File: src/rtl/raycast_pkg.sv
// Shared definitions for the ray-cast DDA output path.
//   - Default screen geometry used by the packer parameters.
//   - Bit positions of each field inside the 38-bit DDA-out word.
//   - dda_word_t: packed view of that word (MSB first).
//   - head_state_e: output-side state of the word buffer.
//   - clamp_line_height: line height clamp to the screen height, truncated to 8 bits.
package raycast_pkg;

  localparam int SCREEN_WIDTH_DEF  = 320;
  localparam int SCREEN_HEIGHT_DEF = 180;

  localparam int DDA_WORD_W = 38;
  localparam int HCOUNT_LSB = 29;
  localparam int LH_LSB     = 21;
  localparam int WTYPE_BIT  = 20;
  localparam int MAP_LSB    = 16;

  typedef struct packed {
    logic [8:0]  hcount;     // [37:29]
    logic [7:0]  lh8;        // [28:21]
    logic        wall_type;  // [20]
    logic [3:0]  map_data;   // [19:16]
    logic [15:0] wall_x;     // [15:0]
  } dda_word_t;

  typedef enum logic {
    ST_EMPTY      = 1'b0,
    ST_HEAD_VALID = 1'b1
  } head_state_e;

  // The receiver halves this value to place the wall slice around the
  // horizon; clamping to the screen height keeps that math non-negative.
  function automatic logic [7:0] clamp_line_height(input logic [15:0] lh,
                                                   input logic [15:0] ceil_h);
    logic [15:0] clamped;
    clamped = (lh > ceil_h) ? ceil_h : lh;
    return clamped[7:0];
  endfunction

endpackage

File: src/rtl/ray_word_fifo.sv
// Synchronous first-word-fall-through buffer for packed DDA words.
// The head entry is presented from registered storage, so a word pushed into
// an empty buffer is visible on head_data_out one cycle later.
// Ports:
//   clk_in          clock
//   rst_n_in        asynchronous active-low reset (empties the buffer)
//   push_in         write data_in this cycle (caller guarantees space or a same-cycle pop)
//   data_in         word to store
//   pop_in          remove the head entry (ignored when empty)
//   head_valid_out  head entry present
//   head_data_out   head entry contents
//   count_out       number of stored entries
module ray_word_fifo
  import raycast_pkg::*;
#(
  parameter int DEPTH = 8,
  parameter int WIDTH = 39
) (
  input  logic                       clk_in,
  input  logic                       rst_n_in,
  input  logic                       push_in,
  input  logic [WIDTH-1:0]           data_in,
  input  logic                       pop_in,
  output logic                       head_valid_out,
  output logic [WIDTH-1:0]           head_data_out,
  output logic [$clog2(DEPTH):0]     count_out
);

  localparam int AW = $clog2(DEPTH);
  localparam int CW = AW + 1;

  logic [WIDTH-1:0] mem_q [DEPTH];
  logic [AW-1:0]    wr_ptr_q, wr_ptr_d;
  logic [AW-1:0]    rd_ptr_q, rd_ptr_d;
  logic [CW-1:0]    count_q, count_d;
  head_state_e      state_q, state_d;
  logic             pop_ok;

  assign pop_ok = pop_in && (state_q == ST_HEAD_VALID);

  always_comb begin
    wr_ptr_d = wr_ptr_q;
    rd_ptr_d = rd_ptr_q;
    count_d  = count_q;
    state_d  = state_q;

    if (push_in) begin
      wr_ptr_d = wr_ptr_q + AW'(1);
    end
    if (pop_ok) begin
      rd_ptr_d = rd_ptr_q + AW'(1);
    end
    if (push_in && !pop_ok) begin
      count_d = count_q + CW'(1);
    end else if (!push_in && pop_ok) begin
      count_d = count_q - CW'(1);
    end

    case (state_q)
      ST_EMPTY: begin
        if (push_in) begin
          state_d = ST_HEAD_VALID;
        end
      end
      ST_HEAD_VALID: begin
        // Popping the only entry with nothing arriving empties the buffer;
        // otherwise the next stored word falls through to the head.
        if (pop_ok && !push_in && (count_q == CW'(1))) begin
          state_d = ST_EMPTY;
        end
      end
      default: state_d = ST_EMPTY;
    endcase
  end

  always_ff @(posedge clk_in or negedge rst_n_in) begin
    if (!rst_n_in) begin
      wr_ptr_q <= '0;
      rd_ptr_q <= '0;
      count_q  <= '0;
      state_q  <= ST_EMPTY;
    end else begin
      wr_ptr_q <= wr_ptr_d;
      rd_ptr_q <= rd_ptr_d;
      count_q  <= count_d;
      state_q  <= state_d;
    end
  end

  // Storage needs no reset: entries are only observed once the pointers
  // say they were written. When full with a simultaneous pop, wr_ptr equals
  // rd_ptr; the old head is still read this cycle and replaced at the edge.
  always_ff @(posedge clk_in) begin
    if (push_in) begin
      mem_q[wr_ptr_q] <= data_in;
    end
  end

  assign head_valid_out = (state_q == ST_HEAD_VALID);
  assign head_data_out  = mem_q[rd_ptr_q];
  assign count_out      = count_q;

endmodule

File: src/rtl/dda_axis_packer.sv
// Transmit end of the DDA-out stream: packs per-column DDA results into
// 38-bit words, buffers them and drives them AXI-Stream style into the
// DDA-out FIFO, tagging the last column of each frame with tlast.
// Optional build macro: DDA_PACKER_STATS_EN adds frames_sent_out and
// stall_cycles_out saturating counters.
// Ports:
//   pixel_clk_in         clock
//   rst_n_in             asynchronous active-low reset
//   valid_in             DDA result valid
//   hcount_ray_in        column index
//   lineHeight_in        projected line height (clamped to SCREEN_HEIGHT)
//   wallType_in          0 = X wall, 1 = Y wall
//   mapData_in           map cell value
//   wallX_in             wall hit fraction
//   dda_ready_out        DDA may issue new rays (registered)
//   dda_fifo_tvalid_out  word available
//   dda_fifo_tdata_out   packed word
//   dda_fifo_tlast_out   last column of frame
//   dda_fifo_tready_in   downstream accepts word
//   frame_done_out       pulse the cycle after the tlast handshake
//   overflow_out         sticky: a result arrived while the buffer was full
//   frames_sent_out      (stats build) frames completed, saturating
//   stall_cycles_out     (stats build) cycles with tvalid && !tready, saturating
module dda_axis_packer
  import raycast_pkg::*;
#(
  parameter int SCREEN_WIDTH  = SCREEN_WIDTH_DEF,
  parameter int SCREEN_HEIGHT = SCREEN_HEIGHT_DEF,
  parameter int DEPTH         = 8,
  parameter int SLACK         = 3
) (
  input  logic        pixel_clk_in,
  input  logic        rst_n_in,
  input  logic        valid_in,
  input  logic [8:0]  hcount_ray_in,
  input  logic [15:0] lineHeight_in,
  input  logic        wallType_in,
  input  logic [3:0]  mapData_in,
  input  logic [15:0] wallX_in,
  output logic        dda_ready_out,
  output logic        dda_fifo_tvalid_out,
  output logic [37:0] dda_fifo_tdata_out,
  output logic        dda_fifo_tlast_out,
  input  logic        dda_fifo_tready_in,
  output logic        frame_done_out,
  output logic        overflow_out
`ifdef DDA_PACKER_STATS_EN
  ,
  output logic [15:0] frames_sent_out,
  output logic [15:0] stall_cycles_out
`endif
);

  localparam int CW = $clog2(DEPTH) + 1;

  dda_word_t          word_in;
  logic               word_last;
  logic               head_valid;
  logic [DDA_WORD_W:0] head_data;
  logic [CW-1:0]      fifo_count;
  logic [CW-1:0]      count_after;

  logic               pop;
  logic               full;
  logic               accept;
  logic               drop;

  logic [8:0]         col_q, col_d;
  logic               ready_q, ready_d;
  logic               overflow_q, overflow_d;
  logic               frame_done_q, frame_done_d;

  always_comb begin
    word_in           = '0;
    word_in.hcount    = hcount_ray_in;
    word_in.lh8       = clamp_line_height(lineHeight_in, 16'(SCREEN_HEIGHT));
    word_in.wall_type = wallType_in;
    word_in.map_data  = mapData_in;
    word_in.wall_x    = wallX_in;
  end

  assign pop    = head_valid && dda_fifo_tready_in;
  assign full   = (fifo_count == CW'(DEPTH));
  // A pop frees the slot in the same cycle, so a full buffer still takes the word.
  assign accept = valid_in && (!full || pop);
  assign drop   = valid_in && !accept;

  // Frames are delimited by the count of accepted words, not hcount values,
  // so the DDA may deliver columns out of order.
  assign word_last = (col_q == 9'(SCREEN_WIDTH - 1));

  always_comb begin
    col_d        = col_q;
    count_after  = fifo_count;
    ready_d      = ready_q;
    overflow_d   = overflow_q | drop;
    frame_done_d = pop && head_data[0];

    if (accept) begin
      col_d = word_last ? 9'd0 : col_q + 9'd1;
    end

    if (accept && !pop) begin
      count_after = fifo_count + CW'(1);
    end else if (!accept && pop) begin
      count_after = fifo_count - CW'(1);
    end

    // Registered from the post-update occupancy so the DDA sees the drop
    // while SLACK entries remain for rays already in its pipeline.
    ready_d = ((CW'(DEPTH) - count_after) > CW'(SLACK));
  end

  always_ff @(posedge pixel_clk_in or negedge rst_n_in) begin
    if (!rst_n_in) begin
      col_q        <= '0;
      ready_q      <= 1'b0;
      overflow_q   <= 1'b0;
      frame_done_q <= 1'b0;
    end else begin
      col_q        <= col_d;
      ready_q      <= ready_d;
      overflow_q   <= overflow_d;
      frame_done_q <= frame_done_d;
    end
  end

  ray_word_fifo #(
    .DEPTH (DEPTH),
    .WIDTH (DDA_WORD_W + 1)
  ) u_fifo (
    .clk_in         (pixel_clk_in),
    .rst_n_in       (rst_n_in),
    .push_in        (accept),
    .data_in        ({word_in, word_last}),
    .pop_in         (pop),
    .head_valid_out (head_valid),
    .head_data_out  (head_data),
    .count_out      (fifo_count)
  );

  assign dda_ready_out       = ready_q;
  assign dda_fifo_tvalid_out = head_valid;
  assign dda_fifo_tdata_out  = head_data[DDA_WORD_W:1];
  // Gated so tlast reads 0 whenever no word is offered (including reset).
  assign dda_fifo_tlast_out  = head_valid && head_data[0];
  assign frame_done_out      = frame_done_q;
  assign overflow_out        = overflow_q;

`ifdef DDA_PACKER_STATS_EN
  logic [15:0] frames_q, frames_d;
  logic [15:0] stalls_q, stalls_d;

  always_comb begin
    frames_d = frames_q;
    stalls_d = stalls_q;
    if (frame_done_q && (frames_q != 16'hFFFF)) begin
      frames_d = frames_q + 16'd1;
    end
    if (head_valid && !dda_fifo_tready_in && (stalls_q != 16'hFFFF)) begin
      stalls_d = stalls_q + 16'd1;
    end
  end

  always_ff @(posedge pixel_clk_in or negedge rst_n_in) begin
    if (!rst_n_in) begin
      frames_q <= '0;
      stalls_q <= '0;
    end else begin
      frames_q <= frames_d;
      stalls_q <= stalls_d;
    end
  end

  assign frames_sent_out  = frames_q;
  assign stall_cycles_out = stalls_q;
`endif

endmodule

File: config.mk
export PLATFORM = sky130hd
export DESIGN_NAME = dda_axis_packer
export DESIGN_NICKNAME = d
export VERILOG_FILES = /design/src/rtl/raycast_pkg.sv /design/src/rtl/ray_word_fifo.sv /design/src/rtl/dda_axis_packer.sv
export SDC_FILE = /design/constraint.sdc
export NUM_CORES = 1
export LEC_CHECK = 0
export ABC_AREA = 1
export BUFFER_PORTS_ARGS = -buffer_cell sky130_fd_sc_hd__clkbuf_2
export CAP_MARGIN = 20
export CORE_ASPECT_RATIO = 1.25
export CORE_UTILIZATION = 54
export CTS_CLUSTER_DIAMETER = 120
export DETAILED_ROUTE_END_ITERATION = 10
export PLACE_DENSITY = 0.8
export SLEW_MARGIN = 20
export SYNTH_ARGS = -nofsm -noshare
export SYNTH_HDL_FRONTEND = slang
export SYNTH_SLANG_ARGS = --single-unit
File: constraint.sdc
create_clock -name pixel_clk_in -period 3.46 [get_ports pixel_clk_in]
set_input_delay 0.173 -clock pixel_clk_in [delete_from_list [all_inputs] [get_ports pixel_clk_in]]
set_output_delay 0.173 -clock pixel_clk_in [all_outputs]
set_load 0.005 [all_outputs]
== Word-level counts from Yosys, hierarchy flattened ==
Memory sizes are Yosys's and may differ from the RTL's.
Cells that the tools add are included.
Operators by class
  reduce and logical (&&, ||, !) cells: 17
  eq/ne operators: 3
  $lt $le $gt $ge: 2
  bitwise logic cells: 2
  muxes and demuxes: 10
  $add $sub $neg: 6
Operators with widths (count)
  greater-than comparator 16 x 8 -> 1 bit, second input constant: 1
  2-to-1 mux 4 bit: 4
  logical AND 1 bit: 11
  adder 9 x 1 -> 9 bit, second input constant: 1
  == test 9 bit, second input constant: 1
  2-to-1 mux 9 bit: 1
  2-to-1 mux 8 bit: 1
  adder 3 x 1 -> 3 bit, second input constant: 2
  adder 4 x 1 -> 4 bit, second input constant: 1
  == test 4 x 1 -> 1 bit, second input constant: 1
  == test 4 bit, second input constant: 1
  greater-than comparator 4 x 2 -> 1 bit, second input constant: 1
  zero test 1 bit: 4
  subtractor 4 x 1 -> 4 bit, second input constant: 1
  subtractor 4 bit, first input constant: 1
  2-to-1 mux 1 bit: 3
  case mux 1 bit (2 select lines): 1
  nonzero test 2 bit: 1
  logical OR 1 bit: 1
  NOT 1 bit: 1
  bitwise OR 1 bit: 1
Storage, ports and cells
  RAM bits: 312
  bits in registers: 23
  output and inout bits: 43
  memories kept: 1
  word-level logic and storage cells: 49
Memory list
  u_fifo.mem_q: depth 8, width 39, rd ports 1, clocked after memory_dff 0, wr ports 1, line ray_word_fifo.sv:32  | logic [WIDTH-1:0] mem_q [DEPTH];

== Logic depth before layout (Yosys ltp) ==
Gate-level depths: netlist of the first run.
  depth after elaboration: 10
  gate-level depth with buffers: 14
  depth with buffers taken out: 13

== Cells and area by module ==
A second synthesis of the first run with hierarchy kept.
Second synthesis, totals
  cell total of the unflattened synthesis: 1250
  area total of the unflattened synthesis: 14009.7 um^2
By module, submodules not included
  ray_word_fifo: area an instance 13020.0 um^2, cells an instance 1114, times used 1, sequential area each 9644.2 um^2
  dda_axis_packer: area an instance 989.7 um^2, cells an instance 136, times used 1, sequential area each 300.3 um^2

== Worst setup path before layout of the first run ==
No wires, ideal clock.
  path kind: flip-flop to flip-flop
  from: reg u_fifo.count_q[0] (netlist: u_fifo.count_out[0])
  to: mem u_fifo.mem_q[0][0] (enable)
  path slack: 0.123 ns
  setup time: 0.435 ns
  cell stages (with the launch flop): 7
  buffers on the path: 0
  arrival time: 2.902 ns
  required time: 3.025 ns
  path through: dfrtp_1 > inv_1 > ha_1 > nand4_2 > nand2_4 > or2_1 > nor2_1
Between the ends
  cells in the longest elaborated chain, start to end: 6
Ends and longest elaborated chain
  start: declaration: line ray_word_fifo.sv:35  | logic [CW-1:0] count_q, count_d;
  start signal: assignment: line ray_word_fifo.sv:85  | count_q <= count_d;
  == test 4 bit: line dda_axis_packer.sv:83  | assign full = (fifo_count == CW'(DEPTH));
  zero test 1 bit: line dda_axis_packer.sv:85  | assign accept = valid_in && (!full || pop);
  logical OR 1 bit: line dda_axis_packer.sv:85
  logical AND 1 bit: line dda_axis_packer.sv:85
  2-to-1 mux 1 bit: line ray_word_fifo.sv:94  | if (push_in) begin
  2-to-1 mux 1 bit (implied by the code): line ray_word_fifo.sv:95  | mem_q[wr_ptr_q] <= data_in;
  end: declaration: line ray_word_fifo.sv:32
Every way passes these cells.

== Final worst setup path of the first run ==
  from: reg u_fifo.rd_ptr_q[0]
  to: out dda_fifo_tdata_out[0]
Between the ends
  cells in the longest elaborated chain, start to end: 1
Ends and longest elaborated chain
  start: declaration: line ray_word_fifo.sv:34  | logic [AW-1:0] rd_ptr_q, rd_ptr_d;
  start signal: assignment: line ray_word_fifo.sv:84  | rd_ptr_q <= rd_ptr_d;
  memory (8 x 39 bit)
  end: declaration: line dda_axis_packer.sv:42  | output logic [37:0] dda_fifo_tdata_out,
Every way passes these cells.

==> impl_results.md, run 1 <==
- Status: finished clean
- Reg-to-Reg Start: u_fifo.count_out[0]
- Maximum root-to-sink buffer count: 3
- Initial DRT Pass Iterations: 5
- Die Y: 180.1 um
- CP max-delay cell: dfrtp_4
- Global route total overflow: 0
- Setup violators final: 0
- CTS sink count: 335
- Post-CTS sizing: 0
- Hold endpoint: u_fifo.rd_ptr_q[0]
- Setup bufs post-CTS: 0
- H-Tree Depth: 1
- Total track usage: 22.36%
- Most used cell, CP: nand2_1
- Most used flip-flop cell after synthesis: edfxtp_1
- Layout cell share with drive strength beyond 1: around 12%
- Period utilization: slightly below 90%
- Final std cells w/o fill: between 1.5k and 2k
- Synth top area share: approximately two thirds
- Area Overhead vs Synth: 14.82%
- Synth Area per Inst: around 12 um^2
- Post-synth top area cell: edfxtp_1
- Mux share of post-synthesis cell area: 0%
- R2R Setup Slk: 0.72 ns
- Synth Cell Area: 13,700 um^2
- Dpl cells: 1,553
- Setup TNS: 0 ns
- Post-synthesis compound-gate area fraction: about a tenth
- Io pins: 93
- WS Path Type: reg -> out
- Overall die width: 144.5 um
- Root Buffer Master: clkbuf_16
- Met3 WL: approximately 1500 um
- Initial antenna violation count: 1
- Largest family of logic cells by synthesized area: simple AND/OR/NAND/NOR gates
- Syn Nets: between 1k and 1.5k
- Largest net degree at the start of global routing: a little over 70
- Unrepaired setup endpoints after global routing: no
- Crit path max-delay family: buffers and inverters
- WL met1: 11,330 um
- Drt initial violations: 800
- Input/output buffers: 92
- Hold_buf cts: 32
- Fin. Hold Viols: 0
- Type of origin of the critical path: flop
- Routed wire length: 28,530 um
- CTS tree: done
- DR DRC count: 0
- DRT antenna net count: 0
- Post-synth top cells: edfxtp_1, nor2_1, nand2_1, o21ai_0, o21ai_1
- Hold Slack: 0.09156 ns
- Starting Density: 55.55%
- Tmin final: ~3.0 ns
- Worst setup path start: u_fifo.rd_ptr_q[0]
- Via density: 5.472
- Core area: between 20,000 and 25,000 um^2
- Achievable Freq: 330.0 MHz
- Vias in the first global route: 9,002
- Actual slew at the worst max-slew pin: between 0.7 and 0.8 ns
- Synth unique cells: 28
- #FFs+latches synth: about 340
- Register area share after synthesis: 72.58%
- Area contributors post-synth: edfxtp_1, nor2_1, o21ai_0
- Cells after synthesis: 1,170
- Slew Viols, Final: 0
- Die Footprint: 26,020 um^2
- First-pass GRT wire length: 45,190 um
- Synth Area in Adders: 0.8219%
- Routed wire per std cell: approximately 17 um
- Levels on crit path: 7
- Post-synth ARST share: 6.866%
- Total CTS buffers: 29
- Xor/xnor share of the synthesized area: 0.5753%
- Count leader, synth: edfxtp_1
- Worst EP required: 3.29 ns
- GP Congestion: 0.7901
- PD cells: 815.7 nW/um^2
- Setup crit end kind: output pin
- Worst min path class: in -> reg
- Highest layer used for signal routing: met4
- FF-to-FF path depth: 8
- Crit path max fanout: 70
- Via count: 8,963
- Worst vdd ir: about 500 uV
- Worst-path clk slew: 0.06 ns
- Clock Latency Late Sink: between 0.5 and 0.6 ns
- Rel. slew slack: 51.00%
- Clk_skew: 0.01334 ns
- R2R Path End: u_fifo.mem_q[5][21]
- Metal2 WL: 14,960 um
- WHS Path Cells: 3
- Cell chain of the critical path: inv_4, buf_4, o21ai_0, o21ai_1, nand2_1, nand2_1, clkbuf_2
- Number of synthesized flops with an enable pin: between 300 and 400
- CP arrival: about 2.9 ns
- Min-Delay Startpoint: dda_fifo_tready_in
- Post-Synth Simple-Gate Area: a little over an eighth
- Ys Warns: 0
- Post-DP HPWL: ~17,000 um
- # nets final: 1,345
- MaxCap Viol Count: 0
- Worst path buffer plus inverter count: 3
- Row Count: 64
- P_leak: approximately 5.7 nW
- Slowest stage delay, CP: about 0.65 ns
sequential cells by signal, summed over array words and instances, names as in the netlist:
signal,flops
dda_ready_out,1
u_fifo.count_out,4
col_q,9
frame_done_out,1
u_fifo.wr_ptr_q,3
u_fifo.mem_q,312
u_fifo.head_valid_out,1
overflow_out,1
u_fifo.rd_ptr_q,3
kinds of logic after synthesis:
| family | after synthesis |
|---|---|
| AND/OR/NAND/NOR | 469 |
| XOR/XNOR | 9 |
| adder cells (fa/ha/maj) | 9 |
| AO/OA/AOI/OAI | 256 |
| buffers and inverters | 92 |
| flip-flops | 335 |
worst max path at each step:
stage	endpoint	slack, ns
floorplan	u_fifo.mem_q[0][0]	0.12
global placement	u_fifo.mem_q[5][21]	0.87
finish	dda_fifo_tdata_out[0]	0.43
CTS	dda_fifo_tdata_out[0]	0.43
detailed placement	u_fifo.mem_q[5][21]	0.76
global route	dda_fifo_tdata_out[0]	0.21
power by group:
group,total [mW],switching [mW],internal (mW)
clock network,3.10,1.34,1.75
logic,4.29,2.86,1.44
registers,5.44,0.379,5.06
layout make-up:
cell class / instances / area [um^2]
multi-input combinational: 743 / 3363
inverter: 32 / 122.6
timing repair buffer: 145 / 975.9
sequential: 335 / 9952
antenna: 1 / 2.502
clock inverter: 17 / 153.9
tap: 330 / 412.9
fill: 1852 / 8932
clock buffer: 35 / 748.2
layer usage:
metal	up-vias	GRT usage, %
met5	-	0
met4	0	7.874
met3	50	3.056
met2	286	39.04
met1	4324	28.31
li1	4303	-
layout by cell type (no fill, tap or decap), types with 2 or more instances in the layout:
cell	instances
o21ai_1	85
o211ai_1	2
dlygate4sd3_1	32
buf_12	3
nand3_1	22
clkinv_2	2
inv_1	30
clkbuf_2	92
a21oi_1	7
nor3_1	3
buf_4	18
o21ai_0	160
clkbuf_16	29
clkbuf_1	6
nor2_1	249
dfrtp_4	2
ha_1	9
xor2_1	6
edfxtp_1	312
dfrtp_1	21
xnor2_1	3
nand4_1	4
bufinv_16	3
nor2_4	8
nand2_1	180
clkinv_1	10
metrics by stage:
| stage | instance area, um^2 | setup WS, ns | power, mW | util [%] |
|---|---|---|---|---|
| 2_1_floorplan | 13700 | 0.1230 | 8.315 | - |
| 3_3_place_gp | 14510 | 0.8694 | 9.604 | 58.82 |
| 3_5_place_dp | 14510 | 0.7647 | 9.789 | 58.82 |
| 4_1_cts | 15730 | 0.4258 | 12.89 | 63.77 |
| 5_1_grt | 15730 | 0.2096 | 13.60 | 63.78 |
| 6_report | 15730 | 0.4297 | 12.83 | 63.78 |
worst min-delay path: stages:
cell and delay [ns]:
clkbuf_2 0.09, nand2_1 0.23, xor2_1 0.11
Power figures use the tool's default switching activity.
==> inputs of run 2 (changes only) <==
--- a/config.mk
+++ b/config.mk
@@ -6,7 +6,7 @@
 export NUM_CORES = 1
 export LEC_CHECK = 0
 export ABC_AREA = 1
-export BUFFER_PORTS_ARGS = -buffer_cell sky130_fd_sc_hd__clkbuf_2
+export BUFFER_PORTS_ARGS = -buffer_cell sky130_fd_sc_hd__buf_2
 export CAP_MARGIN = 20
 export CORE_ASPECT_RATIO = 1.25
 export CORE_UTILIZATION = 54
==> run 2 against run 1 <==
Wire length up 1.0%. Global-route usage up 0.31 points. Flip-flop and latch count unchanged. Critical endpoint is now dda_fifo_tdata_out[26]. Core utilization up 0.18 points. Largest cell class unchanged. Via count up 0.70%. Register-to-register slack worse by 0.07 ns. Sequential share of layout area down 0.18 points. Clock skew down 0.0049 ns. First-iteration DRC count down 1.5%. Total power up 0.24%.
==> impl_results.md, run 2 (synthesized netlist as in run 1, its figures left out) <==
- Total track usage: between 20% and 30%
- Area Overhead vs Synth: 15.14%
- Die Y: 180.1 um
- Most used cell, CP: nand2_1
- Post-CTS sizing: 0
- PD cells: 815.4 nW/um^2
- Worst min path class: in -> reg
- CTS tree: done
- Drt initial violations: 788
- Rel. slew slack: 47.82%
- Setup bufs post-CTS: 0
- Fin area: 15,780 um^2
- CTS sink count: 335
- Total Power: 12.86 mW
- Core area: 24,660 um^2
- Fin. Hold Viols: 0
- DR DRC count: 0
- Storage element area: 9952 um^2
- WS Path Type: reg -> out
- Initial antenna violation count: 0
- Clock Latency Late Sink: 0.55 ns
- Io pins: 93
- CP arrival: 2.83 ns
- Cell Area, Placed: 14,540 um^2
- Ant diodes: 0
- Vias in the first global route: 9,048
- P_leak: 5.731 nW
- Tmin final: 3.002 ns
- Largest register by flop count: u_fifo.mem_q
- Cell chain of the critical path: inv_4, buf_12, nor2_1, o21ai_0, nand2_1, nand2_1, buf_2
- Achievable Freq: 333.1 MHz
- Hold_buf cts: 32
- Slew Viols, Final: 0
- Status: finished clean
- Clk_skew: 0.008465 ns
- First-pass GRT wire length: approximately 46,000 um
- GP Congestion: roughly 0.85
- Initial DRT Pass Iterations: 5
- Starting Density: 55.55%
- CP max-delay cell: dfrtp_4
- Die Footprint: approximately 26,000 um^2
- Largest net degree at the start of global routing: 120
- Worst vdd ir: just under 500 uV
- Commonest non-fill, non-tap cell in the layout: edfxtp_1
- Setup crit end kind: output pin
- DRT antenna net count: 0
- FILL cells: 1,844
- Actual slew at the worst max-slew pin: about 0.8 ns
- Root Buffer Master: clkbuf_16
- Row Count: 64
- Hold Slack: 0.09682 ns
- Global route total overflow: 0
- Post-DP HPWL: 16,350 um
- Via count: 9,026
- Routed wire length: around 29,000 um
- Number of flip-flops in the largest register: 312
- Post-layout util: 63.96%
- MaxCap Viol Count: 0
- # nets final: 1,342
- Unrepaired setup endpoints after global routing: no
- Via density: roughly 5.5
- Total CTS buffers: 30
- Worst-path clk slew: around 0.060 ns
- Type of origin of the critical path: flop
- H-Tree Depth: 1
- Most frequent cells in the layout: edfxtp_1, nor2_1, nand2_1
- Area of the multi-input gates: 3363 um^2
- Setup TNS: 0 ns
- Setup violators final: 0
- Worst EP required: 3.29 ns
- Maximum root-to-sink buffer count: 3
- Overall die width: 144.5 um
- Input/output buffers: 92
- Crit path max fanout: 67
- Period utilization: 86.76%
- Routed wire per std cell: 17.65 um
- Layout cell share with drive strength beyond 1: 12.59%
- Slowest stage delay, CP: 0.67 ns
## run 2: cell types whose count changed in the layout (fill, tap and decap cells not counted)
cell        previous run  this run
clkinv_1              10         5
clkinv_4               1         0
diode_2                1         0
buf_12                 3         8
clkbuf_16             29        31
clkinv_2               2         3
buf_2                  0        92
bufinv_16              3         0
buf_4                 18         9
clkbuf_2              92         0
clkbuf_8               0         5
clkinvlp_4             1         2
## run 2: layout make-up
class                      count  share of cell area [%]
multi-input combinational    743                   21.32
tap                          330                   2.617
clock buffer                  42                   5.497
sequential                   335                   63.09
inverter                      32                  0.7773
clock inverter                10                  0.3093
timing repair buffer         141                   6.393
## run 2: stage by stage
step	std cells	setup slack (ns)
finish	1633	0.4580
global route	1633	0.2631
CTS	1633	0.4512
detailed placement	1549	0.6358
global placement	1549	0.7820
floorplan	1170	0.1230
## run 2: metal layers
layer	up-vias	part of all wire (%)	global-route usage [%]
li1	4301	-	-
met1	4367	40	28.68
met2	306	52	40.04
met3	52	5.5	2.817
met4	0	2.4	7.495
met5	-	0	0
## run 2: worst paths after layout
kind / to / cells after the start / slack, ns / start
max: dda_fifo_tdata_out[26] / 7 / 0.46 / u_fifo.rd_ptr_q[0]
min: u_fifo.rd_ptr_q[0] / 3 / 0.1 / dda_fifo_tready_in
max reg2reg: u_fifo.mem_q[7][31] / 8 / 0.65 / u_fifo.count_out[0]
min reg2reg: col_q[2] / 1 / 0.50 / col_q[2]
max in group asynchronous: u_fifo.rd_ptr_q[1] / 2 / 2.90 / rst_n_in
min in group asynchronous: u_fifo.count_out[2] / 2 / 0.14 / rst_n_in
## run 2: critical path: cells and delay by family (launching register included)
kind            cells  cell delay [ns]
compound gates      1             0.23
buf+inv             3             1.03
flops               1             0.67
simple gates        3             0.28
## run 2: power by group
group | internal (mW) | total [mW] | switching, mW
Sequential | 5.06 | 5.47 | 0.409
Clock | 1.73 | 3.10 | 1.37
Combinational | 1.47 | 4.30 | 2.83
Total | 8.26 | 12.9 | 4.60
==> inputs of run 3 (changes only) <==
--- a/config.mk
+++ b/config.mk
@@ -9,6 +9,7 @@
 export BUFFER_PORTS_ARGS = -buffer_cell sky130_fd_sc_hd__buf_2
 export CAP_MARGIN = 20
 export CORE_ASPECT_RATIO = 1.25
+export CORE_MARGIN = 2
 export CORE_UTILIZATION = 54
 export CTS_CLUSTER_DIAMETER = 120
 export DETAILED_ROUTE_END_ITERATION = 10
==> run 3 against run 2 <==
Final area is 0.25% higher. Total power up 1.1%. Global-route usage down 1.4 points. First-iteration DRC count is 37% higher. Clock skew decreased by 0.0022 ns. Die area up 2.5%. Combinational power down 2%. Largest cell class unchanged.
==> impl_results.md, run 3 (synthesized netlist as in run 1, its figures left out) <==
- Most frequent cells in the layout: edfxtp_1, nor2_1, nand2_1
- Initial antenna violation count: 1
- Commonest non-fill, non-tap cell in the layout: edfxtp_1
- Via density: 5.565
- First-pass GRT wire length: ~46,000 um
- CTS tree: done
- Status: finished clean
- Achievable Freq: 327.8 MHz
- Largest net degree at the start of global routing: ~110
- Worst vdd ir: 498.5 uV
- Levels on crit path: 7
- Row Count: 65
- Fin. Hold Viols: 0
- Drt initial violations: 1,083
- Worst EP required: 3.29 ns
- Global route total overflow: 0
- Root Buffer Master: clkbuf_16
- Worst-path clk slew: about 0.06 ns
- Routed wire per std cell: about 17 um
- Area Overhead vs Synth: 15.42%
- CTS sink count: 335
- Initial DRT Pass Iterations: 5
- Worst min path class: in -> reg
- Number of flip-flops in the largest register: 312
- Overall die width: 146.5 um
- CP arrival: 2.88 ns
- Total Power: 13.00 mW
- Vias in the first global route: 9,170
- Maximum root-to-sink buffer count: 3
- Crit path max fanout: 90
- Worst path buffer plus inverter count: 3
- PD cells: a little over 800 nW/um^2
- Total CTS buffers: 31
- Post-CTS sizing: 0
- Final std cells w/o fill: 1,646
- Hold_buf cts: 32
- Setup bufs post-CTS: 0
- Total track usage: 21.29%
- Layout cell share with drive strength beyond 1: about 13%
- Core area: between 20,000 and 30,000 um^2
- Actual slew at the worst max-slew pin: 1.093 ns
- CP max-delay cell: inv_4
- Routed wire length: around 29,000 um
- Slowest stage delay, CP: 0.71 ns
- P_leak: 5.761 nW
- Cell chain of the critical path: inv_4, buf_4, nor2_1, o21ai_1, nand2_1, nand2_1, buf_2
- Most used cell, CP: nand2_1
- Setup violators final: 0
- Setup TNS: 0 ns
- Crit path max-delay family: buffers and inverters
- Largest register by flop count: u_fifo.mem_q
- Setup crit end kind: output pin
- Die Y: 182.1 um
- Clock Latency Late Sink: 0.55 ns
- Period utilization: 88.17%
- Die Footprint: 26,670 um^2
- DR DRC count: 0
- Clk_skew: 0.006305 ns
- Via count: a little over 9k
- Starting Density: a little over half
- Input/output buffers: between 90 and 100
- Io pins: 93
- MaxCap Viol Count: 0
- Dpl cells: 1,556
- WHS Path Cells: 4
- Tmin final: 3.051 ns
- # nets final: 1,345
- Rel. slew slack: a little over a quarter
- DRT antenna net count: 0
- Post-DP HPWL: 16,020 um
- WS Path Type: reg -> out
- GP Congestion: 0.8486
- Type of origin of the critical path: flop
- Slew Viols, Final: 0
- H-Tree Depth: 1
- FF-to-FF path depth: 8
- Unrepaired setup endpoints after global routing: no
-- run 3: path summary, 6_finish.rpt --
check,slack (ns),endpoint,start
max,0.41,dda_fifo_tdata_out[34],u_fifo.rd_ptr_q[0]
min,0.09,u_fifo.rd_ptr_q[1],dda_fifo_tready_in
max reg2reg,0.78,u_fifo.mem_q[5][19],u_fifo.count_out[0]
min reg2reg,0.51,col_q[2],col_q[2]
max in group asynchronous,2.92,u_fifo.rd_ptr_q[0],rst_n_in
min in group asynchronous,0.14,u_fifo.count_out[1],rst_n_in
-- run 3: report_power, final --
part           total (mW)  internal (mW)  leakage, nW  switching [mW]
clock                3.27           1.87        0.479            1.40
combinational        4.22           1.45         2.18            2.77
sequential           5.51           5.06         3.10           0.444
-- run 3: routing by layer --
metal  wire (um)  GRT usage (%)  share of wire, %
met1       11560          27.29                40
met2       14690          37.34                51
met3        1626          2.750               5.7
met4         806          8.117               2.8
met5           0              0                 0
-- run 3: per-stage QoR --
step / cell area [um^2] / hold WS (ns) / setup slack, ns / utilization [%]
2_1_floorplan: 13700 / -0.1226 / 0.1230 / -
3_3_place_gp: 14510 / 0.1832 / 0.8603 / 57.74
3_5_place_dp: 14510 / 0.1883 / 0.7512 / 57.74
4_1_cts: 15810 / 0.07751 / 0.3859 / 62.92
5_1_grt: 15810 / 0.1011 / 0.1883 / 62.93
6_report: 15810 / 0.09122 / 0.4093 / 62.93
-- run 3: layout make-up --
cell class | instances | area [um^2]
fillers | 1784 | 9316
multi-input cells | 743 | 3363
flip-flops and latches | 335 | 9952
clock buffers | 37 | 798.3
clock inverters | 20 | 182.7
repair buffers | 143 | 973.4
inverters | 32 | 122.6
diodes | 1 | 2.502
well taps | 335 | 419.2
-- run 3: worst min-delay path, delay by kind of cell --
family	cells	cell delay (ns)
AND/OR/NAND/NOR	3	0.35
buffers and inverters	1	0.09
